## src/rtl/ahb_def_mst_slv.sv

```systemverilog
// AHB-Lite default master (constant IDLE driver) and default slave
// (OKAY for IDLE/BUSY, two-cycle ERROR for NONSEQ/SEQ).
module ahb_def_mst_slv #(
    parameter int unsigned ADDR_W    = 32,
    parameter int unsigned DATA_W    = 32,
    parameter int unsigned SPLIT_W   = 16,
    parameter logic [3:0]  DEF_HPROT = 4'b0001,
    parameter logic [2:0]  DEF_HSIZE = 3'b010
) (
    input  logic               HCLK,
    input  logic               HRST,
    output logic               M_HLOCK,
    output logic [ADDR_W-1:0]  M_HADDR,
    output logic [2:0]         M_HSIZE,
    output logic               M_HWRITE,
    output logic [1:0]         M_HTRANS,
    output logic [2:0]         M_HBURST,
    output logic [3:0]         M_HPROT,
    output logic [DATA_W-1:0]  M_HWDATA,
    input  logic [1:0]         HTRANS,
    input  logic               HREADY,
    input  logic               DefaultSlv,
    output logic               HREADY_O,
    output logic [1:0]         HRESP,
    output logic [DATA_W-1:0]  HRDATA,
    output logic [SPLIT_W-1:0] HSPLIT
);

    typedef enum logic [1:0] {
        S_IDLE = 2'b00,
        S_ERR1 = 2'b01,
        S_ERR2 = 2'b10
    } state_t;

    localparam logic [1:0] RESP_OKAY  = 2'b00;
    localparam logic [1:0] RESP_ERROR = 2'b01;

    state_t state;
    logic   active_trans;
    logic   err_req;

    assign M_HLOCK  = 1'b0;
    assign M_HADDR  = '0;
    assign M_HSIZE  = DEF_HSIZE;
    assign M_HWRITE = 1'b0;
    assign M_HTRANS = 2'b00;
    assign M_HBURST = 3'b000;
    assign M_HPROT  = DEF_HPROT;
    assign M_HWDATA = '0;

    assign HRDATA = '0;
    assign HSPLIT = '0;

    // NONSEQ or SEQ; only accepted address phases (HREADY high) count
    assign active_trans = (HTRANS == 2'b10) || (HTRANS == 2'b11);
    assign err_req      = HREADY & DefaultSlv & active_trans;

    always_ff @(posedge HCLK or posedge HRST) begin
        if (HRST) begin
            state    <= S_IDLE;
            HREADY_O <= 1'b1;
            HRESP    <= RESP_OKAY;
        end else begin
            case (state)
                S_IDLE: begin
                    if (err_req) begin
                        state    <= S_ERR1;
                        HREADY_O <= 1'b0;
                        HRESP    <= RESP_ERROR;
                    end
                end
                S_ERR1: begin
                    state    <= S_ERR2;
                    HREADY_O <= 1'b1;
                    HRESP    <= RESP_ERROR;
                end
                S_ERR2: begin
                    if (err_req) begin
                        state    <= S_ERR1;
                        HREADY_O <= 1'b0;
                        HRESP    <= RESP_ERROR;
                    end else begin
                        state    <= S_IDLE;
                        HREADY_O <= 1'b1;
                        HRESP    <= RESP_OKAY;
                    end
                end
                default: begin
                    state    <= S_IDLE;
                    HREADY_O <= 1'b1;
                    HRESP    <= RESP_OKAY;
                end
            endcase
        end
    end

endmodule

```

## config.mk

```make
export PLATFORM = sky130hd
export DESIGN_NAME = ahb_def_mst_slv
export DESIGN_NICKNAME = d
export VERILOG_FILES = /design/src/rtl/ahb_def_mst_slv.sv
export SDC_FILE = /design/constraint.sdc
export NUM_CORES = 1
export LEC_CHECK = 0
export ABC_AREA = 0
export CAP_MARGIN = 40
export CORE_MARGIN = 5
export CORE_UTILIZATION = 29
export DETAILED_ROUTE_END_ITERATION = 7
export PLACE_DENSITY_LB_ADDON = 0.3
export SLEW_MARGIN = 20
export SYNTH_ARGS = -nofsm -noshare
export SYNTH_HDL_FRONTEND = slang
export SYNTH_SLANG_ARGS = --single-unit
export TNS_END_PERCENT = 10
```

## constraint.sdc

```tcl
create_clock -name HCLK -period 2.7 [get_ports HCLK]
set_clock_uncertainty 0.1 [all_clocks]
set_input_delay 0.405 -clock HCLK [delete_from_list [all_inputs] [get_ports HCLK]]
set_output_delay 0.405 -clock HCLK [all_outputs]
set_load 0.02 [all_outputs]
```

Word-level counts from Yosys, hierarchy flattened
Cells that the tools add are included.

Flip-flop bits (word level): 5. Bits of input ports: 6. Output and inout port bits: 129. Word-level logic and storage cells: 19.

Equality and inequality tests: 5. Mux-type cells: 7. Bitwise operators: 2. Reductions and logical operators: 2.

Operator list (count): $pmux 2 s3 (2); $eq 2x2->1 const B (3); $mux 1 (3); $and 1x1->1 (2); $eq 2x1->1 const B (1); $logic_not 2->1 (1); $mux 2 (1); $ne 2x2->1 const B (1); $pmux 1 s2 (1); $logic_or 1x1->1 (1).

Depth between registers and ports, before layout
Depth after elaboration: 5. Mapped depth: 2. Mapped depth without buffers: 2.

Worst setup path before layout
Ideal clock, no wire load.

Path kind: register -> output. From: reg HREADY_O. To: out HREADY_O. Data arrival time: 0.563 ns. Required time: 2.195 ns. Slack: 1.632 ns. Stages on the path, launching flop included: 1. Buffers on the path: 0. Path through: dfstp_2.

RTL lines: start: declaration (RTL line 23) `output logic HREADY_O,`; start signal: assignment (RTL line 61) `HREADY_O <= 1'b1;`; start signal: assignment (RTL line 68) `HREADY_O <= 1'b0;`; start signal: assignment (RTL line 74) `HREADY_O <= 1'b1;`.

No word-level cell between the ends.

Final worst setup path
From: reg HREADY_O. To: out HREADY_O.

No word-level cell between the ends.

==> flow_summary.toml <==
[outcome]
status = "completed"

[timing]
min_period_ns = 1.84
fin_crit_sh = 0.681
final_max_slew_viol_count = 0
setup_viol = 0
rsz0062_at_grt = "false"
fmax_mhz = 544
fin_setup_tns_ns = 0
finalHoldViolations = 0

[power_and_ir_drop]
total_leakage_power_nw = 0.545
ir_worst_vdd_uv = 170
power_density_nw_per_um2 = 499

[clock_network]
clkTransAtPathRegs_ns = 0.04
cts.sinks = 4
cts_tree = "done"
ctsRootBufferMaster = "clkbuf_8"
htree_num_levels = 1
cts_setup_buffers = 0
ctsHoldBuffers = 0
cts_buffers = 3
cts.repair.resized = 0
cts_max_path_buffers = 2
clk_latency_ns = 0.22

[grt]
grt_usage = 0.0295
grt_max_degree = 5
first_global_vias = 296
grt.overflow.total = 0
antenna_found_initial = 0
grt_pass1_wl_mm = 1.21

[logic_synthesis]
synth_compound_area_frac = 0.0134
synth_cell_type_count = 10
synthMuxAreaShare = 0
yosysWarnings = 0
synth-xor-area-share = 0
avgSynthCellArea_um2 = 7.99
synth_fa_ha_area_frac = 0
seq_area_frac_synth = 0.0906
syn_inst = 140
yosys.area_share.simple = 0.0302
synth-seq-cells = 4
synth_top_family_by_area = "buffers and inverters"
syn_area_um2 = 1120

[route]
vias_per_cell = 2.19
dr_total_vias = 430
first_pass_iters = 2
drtIter0Drc = 3
drc = 0
drt_wl_total_mm = 1.31
ant_nets = 0
wl_per_cell_um = 6.68

[layout]
final_cell_mix = "conb_1, clkdlybuf4s50_1, dfrtp_1, clkbuf_8, inv_1"
layout_commonest_cell = "conb_1"
nNetsFinal = 155
diodes = 0
drive_gt1_frac = 0.0405
syn2layout_area_growth_pct = -28.5
final_area_um2 = 800
num-fill-cells = 448

[setup_path]
crit_family = "buffers and inverters"
r2r_setup_slack_ns = 1.80
r2r-end = "HREADY_O$_DFFE_PP1P_"
cp-end-kind = "output pin"
reg2regPathDepth = 2
cpPeakStageDelay_ns = 0.60
crit_type = "flop to output pin"
cpMaxStageDelayCell = "clkdlybuf4s50_1"
reg2reg_from = "state[0]$_DFFE_PP0P_"
cp_num_buf_inv = 1
worstPathRequired_ns = 2.19
worstPathMaxFanout = 2
arrival_ns = 1.33
worstPathCellList = "clkdlybuf4s50_1"
cp-start-kind = "flop"

[placement]
hpwlAfterDp_mm = 1.24
place_area_um2 = 754
port_buffers = 6
gp_congestion = 0.595

[floorplanning]
die_w_um = 72.1
fp.dieH_um = 72.1
initial_core_util = 0.303
rows = 22
top_level_ports = 135
core_region_area_um2 = 3690
die-area_um2 = 5200

[run]
drv_cap = 0

[min_path]
hold_class = "input port to asynchronous set/reset pin"
-- per-layer routing --
metal,GRT usage,share of wire
met1,0.0331,0.22
met4,0.0188,0.0046
met5,0,0
met2,0.0425,0.49
met3,0.0166,0.29
-- cells by family (layout without fill, tap and decap cells) --
group / count (synthesis) / count (layout)
buf+inv: 129 / 12
other cells: 2 / 127
compound gates: 2 / 2
flops: 4 / 4
simple gates: 3 / 3
-- registers in the layout, summed over array words and instances (netlist names) --
signal    count
HREADY_O      1
HRESP         1
state         2
-- power by group --
group          leakage [nW]  internal, W  switching [W]
clock                0.0228     0.000101      0.0000326
combinational         0.474    0.0000188       0.000173
sequential           0.0482    0.0000686     0.00000438
total                 0.545     0.000188       0.000210
-- final cells by class --
cell class / instances / area [um2] / share of cell area
multi-input cells: 132 / 526 / 0.657
flip-flops and latches: 4 / 101 / 0.127
inverters: 2 / 7.51 / 0.00939
repair buffers: 6 / 60.1 / 0.0751
clock buffers: 4 / 45.0 / 0.0563
well taps: 48 / 60.1 / 0.0751
-- cells in the mapped netlist --
cell	number	area, um2
buf_4	127	953
dfrtp_1	3	75.1
conb_1	2	7.51
inv_1	2	7.51
dfstp_2	1	26.3
nand4b_4	1	23.8
nor2_1	1	3.75
nor2b_1	1	6.26
o21ai_0	1	5.00
o31a_2	1	10.0
-- per-stage QoR --
| stage | setup slack, ns | total power, W | hold WS (ns) | utilization | instances |
|---|---|---|---|---|---|
| after floorplan | 1.63 | 0.000381 | 0.0704 | - | 265 |
| after global placement | 1.07 | 0.000260 | 0.343 | 0.205 | 192 |
| after detailed placement | 1.08 | 0.000259 | 0.343 | 0.205 | 192 |
| after CTS | 0.848 | 0.000396 | 0.273 | 0.217 | 196 |
| after global routing | 0.821 | 0.000424 | 0.301 | 0.217 | 196 |
| final | 0.861 | 0.000399 | 0.272 | 0.217 | 196 |
-- worst max-delay path by stage --
stage	depth (start not counted)	start	slack [ns]	to
global route	1	HREADY_O$_DFFE_PP1P_	0.82	HREADY_O
global placement	1	HREADY_O$_DFFE_PP1P_	1.07	HREADY_O
finish	1	HREADY_O$_DFFE_PP1P_	0.86	HREADY_O
floorplan	0	HREADY_O$_DFFE_PP1P_	1.63	HREADY_O
detailed placement	1	HREADY_O$_DFFE_PP1P_	1.08	HREADY_O
CTS	1	HREADY_O$_DFFE_PP1P_	0.85	HREADY_O
No activity file was read; power rests on OpenSTA's default activity.
